--- config.mk ---
export PLATFORM = sky130hd
export DESIGN_NAME = bank_match_sequencer
export DESIGN_NICKNAME = d
export VERILOG_FILES = /design/src/rtl/bank_match_sequencer.sv
export SDC_FILE = /design/constraint.sdc
export NUM_CORES = 1
export LEC_CHECK = 0
export ABC_CLOCK_PERIOD_IN_PS = 3300
export CAP_MARGIN = 20
export CORE_MARGIN = 5
export CORE_UTILIZATION = 35
export DETAILED_ROUTE_END_ITERATION = 10
export PLACE_DENSITY = 0.56
export SYNTH_ARGS = -nofsm -noshare
export SYNTH_HDL_FRONTEND = slang
export SYNTH_SLANG_ARGS = --single-unit
--- constraint.sdc ---
create_clock -name CK -period 3.3 [get_ports CK]
set_input_delay 0.99 -clock CK [delete_from_list [all_inputs] [get_ports CK]]
set_output_delay 0.99 -clock CK [all_outputs]
set_load 0.02 [all_outputs]
--- src/rtl/bank_match_sequencer.sv ---
// ============================================================================
// Module   : bank_match_sequencer
// Purpose  : Scans NBANK stored words with a one-hot select, compares each one
//            against a captured target and publishes per-bank match bits and
//            an OR flag at the end of every scan.
//            Optional macro MATCH_COUNT_EN adds a saturating 8-bit counter of
//            scans that produced at least one match (output match_cnt).
// Revision : 1.0 - initial release
// ============================================================================
`default_nettype none

module bank_match_sequencer #(
    parameter int WIDTH = 11,
    parameter int NBANK = 3
) (
    input  logic               CK,
    input  logic               RST,
    input  logic               en,
    input  logic               start,
    input  logic [WIDTH-1:0]   target,
    input  logic               wr_en,
    input  logic [2:0]         wr_bank,
    input  logic [WIDTH-1:0]   wr_data,
    output logic [NBANK-1:0]   sel,
    output logic               busy,
    output logic               done,
    output logic [NBANK-1:0]   match_vec,
    output logic               flag
`ifdef MATCH_COUNT_EN
    ,
    output logic [7:0]         match_cnt
`endif
);

    localparam int IW = (NBANK > 2) ? $clog2(NBANK) : 1;
    localparam logic [IW-1:0] C_LAST_IDX = IW'(NBANK - 1);

    typedef enum logic [1:0] {
        S_IDLE = 2'd0,
        S_SCAN = 2'd1,
        S_DONE = 2'd2
    } state_t;

    state_t             state_q;
    logic [IW-1:0]      idx_q;
    logic [WIDTH-1:0]   target_q;
    logic [WIDTH-1:0]   bank_q [NBANK];
    logic [NBANK-1:0]   acc_q;
    logic [NBANK-1:0]   match_vec_q;
    logic               busy_q;
    logic               done_q;
    logic               flag_q;
    logic               hit_d;
    logic               last_d;
`ifdef MATCH_COUNT_EN
    logic [7:0]         cnt_q;
`endif

    // Compare sees the bank value from before this edge, so a same-cycle
    // write to the selected bank only affects later scans.
    assign hit_d  = (bank_q[idx_q] == target_q);
    assign last_d = (idx_q == C_LAST_IDX);

    always_comb begin
        sel = '0;
        if (state_q == S_SCAN) begin
            sel[idx_q] = 1'b1;
        end
    end

    // Out-of-range wr_bank values simply match no bank and are dropped.
    for (genvar b = 0; b < NBANK; b++) begin : g_bank
        always_ff @(posedge CK) begin
            if (RST) begin
                bank_q[b] <= '0;
            end else if (wr_en && (wr_bank == 3'(b))) begin
                bank_q[b] <= wr_data;
            end
        end
    end

    always_ff @(posedge CK) begin
        if (RST) begin
            state_q     <= S_IDLE;
            idx_q       <= '0;
            target_q    <= '0;
            acc_q       <= '0;
            match_vec_q <= '0;
            busy_q      <= 1'b0;
            done_q      <= 1'b0;
            flag_q      <= 1'b0;
`ifdef MATCH_COUNT_EN
            cnt_q       <= '0;
`endif
        end else begin
            done_q <= 1'b0;
            case (state_q)
                S_IDLE: begin
                    if (start && en) begin
                        target_q <= target;
                        idx_q    <= '0;
                        acc_q    <= '0;
                        busy_q   <= 1'b1;
                        state_q  <= S_SCAN;
                    end
                end
                S_SCAN: begin
                    if (en) begin
                        acc_q[idx_q] <= hit_d;
                        if (last_d) begin
                            state_q <= S_DONE;
                        end else begin
                            idx_q <= idx_q + 1'b1;
                        end
                    end
                end
                S_DONE: begin
                    // en low also holds off the result publication.
                    if (en) begin
                        done_q      <= 1'b1;
                        match_vec_q <= acc_q;
                        flag_q      <= |acc_q;
                        busy_q      <= 1'b0;
                        idx_q       <= '0;
                        state_q     <= S_IDLE;
`ifdef MATCH_COUNT_EN
                        if ((|acc_q) && (cnt_q != 8'hFF)) begin
                            cnt_q <= cnt_q + 8'd1;
                        end
`endif
                    end
                end
                default: begin
                    state_q <= S_IDLE;
                end
            endcase
        end
    end

    assign busy      = busy_q;
    assign done      = done_q;
    assign match_vec = match_vec_q;
    assign flag      = flag_q;
`ifdef MATCH_COUNT_EN
    assign match_cnt = cnt_q;
`endif

endmodule

`default_nettype wire

==> results of run 1 <==
==> logic make-up (layout without fill, tap and decap cells) <==
| logic type | after synthesis | after routing |
|---|---|---|
| flip-flops | 59 | 59 |
| XOR/XNOR | 4 | 4 |
| AND/OR/NAND/NOR | 119 | 119 |
| adder cells (fa/ha/maj) | 3 | 3 |
| AO/OA/AOI/OAI | 47 | 47 |
| multiplexers | 14 | 14 |
| buffers and inverters | 18 | 65 |
==> routing by layer <==
layer	wire length, um	GRT usage	vias up	share of wire
met1	2784	0.1625	942	0.47
met4	104	0.04202	0	0.017
met3	300	0.05214	9	0.050
met2	2794	0.2153	45	0.47
met5	0	0	-	0
li1	-	-	1011	-
==> worst max-delay path, cell delays in order (launching register included) <==
cell and delay [ns]:
dfxtp_1 0.40, nor2b_1 0.33, and2_1 0.20, clkdlybuf4s50_1 0.61
==> placed cells by master (no fill, tap or decap), types with 3 or more instances in the layout <==
master / n
a211oi_1: 5
a21oi_1: 18
a31o_2: 3
and2_1: 36
buf_4: 6
clkbuf_1: 3
clkbuf_8: 10
clkdlybuf4s50_1: 38
dfxtp_1: 26
edfxtp_1: 33
ha_1: 3
inv_1: 5
mux2i_1: 14
nand2_1: 40
nor2_1: 15
nor2b_1: 12
nor4_1: 4
o211a_1: 5
o21ai_0: 6
o31ai_1: 3
xnor2_1: 3
==> path summary, 6_finish.rpt <==
check / startpoint / endpoint / slack [ns] / cells after the start
max reg2reg: flop / acc_q[1]$_SDFFE_PP0P_ / 0.77 / 5
min reg2reg: busy$_SDFFE_PP0P_ / busy$_SDFFE_PP0P_ / 0.46 / 2
max: state_q[0]$_SDFFE_PP0P_ / sel[2] / 0.44 / 3
min: busy$_SDFFE_PP0P_ / busy$_SDFFE_PP0P_ / 0.46 / 2
==> sequential cells by signal, summed over array words and instances (netlist names), named ones only <==
register and count:
acc_q 3, bank_q 33, busy 1, done 1, flag 1, idx_q 2
match_vec 3, state_q 2, target_q 11
==> final cells by class <==
| cell class | instances | area, um2 |
|---|---|---|
| clock buffer | 13 | 148.9 |
| clock inverter | 3 | 40.04 |
| fill | 756 | 4234 |
| inverter | 5 | 18.77 |
| multi-input combinational | 187 | 1141 |
| sequential | 59 | 1511 |
| tap | 102 | 127.6 |
| timing repair buffer | 44 | 425.4 |
==> through the flow <==
stage / instance area (um2) / hold WS (ns)
2_1_floorplan: 2729 / 0.4481
3_3_place_gp: 3224 / 0.4477
3_5_place_dp: 3224 / 0.4523
4_1_cts: 3413 / 0.4610
5_1_grt: 3413 / 0.5022
6_report: 3413 / 0.4563
==> power breakdown <==
group	total (uW)	internal, uW	switching [uW]
Combinational	150	74.5	75.2
Clock	644	368	276
Sequential	831	813	18.8
==> impl_metrics.csv, run 1 <==
group,metric,value,unit
run_status,run_status,"complete, no violations",
sta,setup_viol,0,
synthesis,yosys.area_share.simple,0.2270,
drt,vias_per_cell,4.860,
sta,worst_pin_slew,0.7971,ns
grt,grt_pass1_wl,9984,um
grt,grt_pass1_vias,1973,
cells_and_area,area_growth_syn_to_layout,25.08,%
place,globalplace.congestion,0.7560,
clocking,cts-root-buf,"clkbuf_8",
die,coreArea,7647,um2
cells_and_area,utilization,0.4463,
die,dieArea,9663,um2
grt,antenna_found_initial,0,
synthesis,synth_top_area_frac,0.3631,
place,numPortBuffers,38,
sta,finalSetupTns,0,ns
drt,drt_wl_total,5984,um
synthesis,yosys_warnings,0,
critical_path,cp.arrival,1.87,ns
synthesis,ys_types,35,
synthesis,synth.area.top_cells,"edfxtp_1 36%, dfxtp_1 19%, and2_1 8.3%, nand2_1 5.5%, mux2i_1 5.1%",
drt,wl_per_cell,14.49,um
clocking,tritoncts,"yes",
sta,fin_crit,2.863,ns
clocking,cts_max_level,3,
drt,dr.pass1.iters,4,
synthesis,synth_edf_count,33,
synthesis,synth_cells,264,
die,die_x,98.30,um
sta,fin_ws,0.4374,ns
hold_path,hp-class,"reg2reg",
synthesis,ys_seq_area_frac,0.5539,
synthesis,synth_ff_type,"edfxtp_1",
die,fp-row-count,32,
die,initial_core_util,0.3568,
synthesis,synthXorXnorAreaFrac,0.01284,
clocking,post-cts-setup-buffers,0,
critical_path,required,2.31,ns
sta,post-route-period-util,0.8675,
sta,slew_headroom,0.4678,
die,boundaryPins,39,
drt,vias,2007,
synthesis,syn-num-nets,297,
clocking,holdBufCountCts,0,
drt,postRouteAntennaNets,0,
power,power_density,476.2,nW/um2
cells_and_area,finalNetCount,339,
synthesis,ys_seq_elements,59,
cells_and_area,drive_gt1_frac,0.07717,
grt,grt-ovfl-total,0,
synthesis,yosysTopAreaCell,"edfxtp_1",
sta,slew_violations,0,
synthesis,synth_commonest_cells,"40 x nand2_1, 36 x and2_1, 33 x edfxtp_1, 26 x dfxtp_1, 18 x a21oi_1",
power,ir_drop,0.2884,mV
place,dp_slack,0.6568,ns
clocking,cts_buffers,9,
die,fp.dieH,98.30,um
clocking,path_clk_slew,0.06,ns
synthesis,synthArstFlopShare,0,
synthesis,synth_most_common_cell,"nand2_1",
critical_path,crit_path_max_fanout,6,
synthesis,synth_fa_ha_area_frac,0.01376,
critical_path,end_kind,"output pin",
synthesis,synth_top_family_by_area,"simple AND/OR/NAND/NOR gates",
clocking,clkLatencyLatePin,0.34,ns
place,dp_hpwl,4251,um
cells_and_area,diodes,0,
critical_path,start_kind,"flop",
power,p_leak,0.001263,uW
synthesis,synth_compound_area_frac,0.1133,
power,p_total,1625,uW
drt,drtIter0Drc,74,
place,dp.cells,397,
clocking,ctsLongestPathBuffers,2,
sta,rsz0062_at_grt,"false",
drt,drc,0,
grt,grt_max_degree,31,
critical_path,critPathKind,"reg2out",
grt,grt_use_total,0.1328,
synthesis,synth.area.mux_share,0.05135,
sta,hold_viol,0,
sta,worst_clock_skew,0.009338,ns
cells_and_area,layout.cells.non_filler,413,
clocking,clkSinkCount,59,
clocking,cts_resized,0,
sta,timing.fmax,349.3,MHz
job,timing.max_cap.violations,0,
synthesis,synth_area,2729,um2
synthesis,syn_avg_cell_area,10.34,um2
(Power assumes the default switching activity.)
==> run 2, diff against run 1 <==
- CORE_UTILIZATION: 35 -> 55
- PLACE_DENSITY: 0.56 -> 0.81
==> run 2 against run 1 <==
Net effect: first-iteration DRC count grew 8.1%; sequential share of layout area grew 0.98 points; via count is 0.85% lower; final cell count is 9.0% lower; non-clock buffer count down 1; clock skew is 0.0010 ns lower; maximum frequency decreased by 1.1%.
==> impl_metrics.csv, run 2 (synthesis results as in run 1) <==
group,metric,value,unit
sta,finalSetupTns,0,ns
sta,slew_headroom,0.4603,
drt,wl_per_cell,14.21,um
sta,setup_viol,0,
drt,drt_wl_total,5343,um
cells_and_area,area_growth_syn_to_layout,22.37,%
cells_and_area,mostFrequentLayoutCells,"40 x nand2_1, 38 x clkdlybuf4s50_1, 36 x and2_1",
grt,antenna_found_initial,0,
sta,timing.fmax,345.4,MHz
critical_path,critPathKind,"reg2out",
drt,drc,0,
die,die_x,80.44,um
die,fp.dieH,80.44,um
clocking,clkSinkCount,59,
critical_path,cp.arrival,1.91,ns
drt,drtIter0Drc,80,
cells_and_area,mostFrequentLayoutCell,"nand2_1",
cells_and_area,finalNetCount,338,
sta,worst_pin_slew,0.8085,ns
clocking,cts_buffers,9,
die,dieArea,6471,um2
sta,timing.hold.ws,0.4538,ns
power,pwr-share-clk,0.367,
grt,grt_max_degree,31,
grt,grt_pass1_vias,1906,
critical_path,required,2.31,ns
place,dp_hpwl,3827,um
power,comb_power_share,0.095,
die,initial_core_util,0.5702,
grt,grt-ovfl-total,0,
power,internal_power,1197,uW
cells_and_area,largest_register_ffs,33,
cells_and_area,diodes,0,
sta,hold_viol,0,
clocking,tritoncts,"yes",
power,p_sw_frac,0.2236,
drt,vias,1990,
critical_path,worstPathCellList,"nor2b_1 > and2_1 > clkdlybuf4s50_1",
clocking,holdBufCountCts,0,
cells_and_area,layout.cells.non_filler,376,
critical_path,crit_slowest_cell,"clkdlybuf4s50_1",
hold_path,hp-class,"reg2reg",
cells_and_area,multiInputGateArea,1141,um2
drt,vias_per_cell,5.293,
clocking,post-cts-setup-buffers,0,
sta,worst_clock_skew,0.008307,ns
power,p_leak,0.001244,uW
clocking,ctsLongestPathBuffers,2,
critical_path,crit_path_max_fanout,6,
run_status,run_status,"complete, no violations",
cells_and_area,drive_gt1_frac,0.06796,
power,power.net_switching,344.9,uW
job,timing.max_cap.violations,0,
sta,post-route-period-util,0.8775,
die,fp-row-count,25,
power,ir_drop,0.2775,mV
grt,grt_use_total,0.1791,
place,numPortBuffers,38,
cells_and_area,n_fill_cell,383,
die,boundaryPins,39,
critical_path,slowest_delay,0.60,ns
sta,slew_violations,0,
cells_and_area,top_register,"bank_q",
power,power_density,461.8,nW/um2
clocking,cts_max_level,3,
critical_path,cp_top_family,"buffers and inverters",
clocking,clkLatencyLatePin,0.33,ns
cells_and_area,regArea,1511,um2
critical_path,start_kind,"flop",
place,globalplace.congestion,0.8733,
clocking,path_clk_slew,0.06,ns
drt,postRouteAntennaNets,0,
cells_and_area,utilization,0.6978,
drt,dr.pass1.iters,5,
sta,fin_crit,2.896,ns
clocking,cts-root-buf,"clkbuf_8",
critical_path,end_kind,"output pin",
grt,grt_pass1_wl,8542,um
power,pwr-share-seq,0.538,
cells_and_area,top_regs,"bank_q: 33 flops, target_q: 11 flops",
place,dp.cells,361,
clocking,cts_resized,0,
place,dpl_cell_area,3173,um2
die,coreArea,4786,um2
critical_path,cp.buffers_inverters,1,
cells_and_area,postLayoutCellArea,3339,um2
sta,rsz0062_at_grt,"false",
==> run 2: cell types whose count changed in the layout (fill, tap and decap cells not counted), sizes merged <==
cell and change:
buf -1, bufinv -1, clkinv -2, clkbuf +2
==> run 2: layout make-up <==
cell class                      count  area share
Multi-Input combinational cell    187      0.3417
Clock buffer                       15     0.04983
Timing Repair Buffer               43      0.1251
Tap cell                           67     0.02510
Sequential cell                    59      0.4526
Inverter                            5    0.005620
==> run 2: worst paths after layout <==
path / startpoint / end / slack [ns] / cells past startpoint
worst min register to register: busy$_SDFFE_PP0P_ / busy$_SDFFE_PP0P_ / 0.45 / 2
worst min-delay path: busy$_SDFFE_PP0P_ / busy$_SDFFE_PP0P_ / 0.45 / 2
worst max register to register: flop / acc_q[0]$_SDFFE_PP0P_ / 0.74 / 5
worst max-delay path: state_q[0]$_SDFFE_PP0P_ / sel[2] / 0.40 / 3
==> run 2: metal layers <==
| metal | vias to the layer above | global-route usage | wire, um |
|---|---|---|---|
| met5 | - | 0 | 0 |
| met4 | 0 | 0.1115 | 93 |
| met3 | 7 | 0.03924 | 263 |
| met2 | 53 | 0.3030 | 2617 |
| met1 | 925 | 0.2043 | 2369 |
| li1 | 1005 | - | - |
==> run 2: tightest hold or removal path, stage by stage (launching register included) <==
cell	delay [ns]
dfxtp_1	0.31
nand2_1	0.05
a21oi_1	0.05
==> run 2: power by group through the flow <==
stage                     logic (uW)  clock network (uW)  registers, uW
after CTS                        148                 580            831
final                            146                 566            830
after global placement           145                   0            844
after global routing             162                 606            835
after floorplan                 84.1                   0            841
after detailed placement         147                   0            846
==> run 2: through the flow <==
step | total power, uW | setup slack (ns)
final | 1542 | 0.4044
after CTS | 1558 | 0.4070
after global placement | 989.1 | 0.7069
after floorplan | 925.2 | 1.195
after global routing | 1602 | 0.3054
after detailed placement | 993.1 | 0.6607
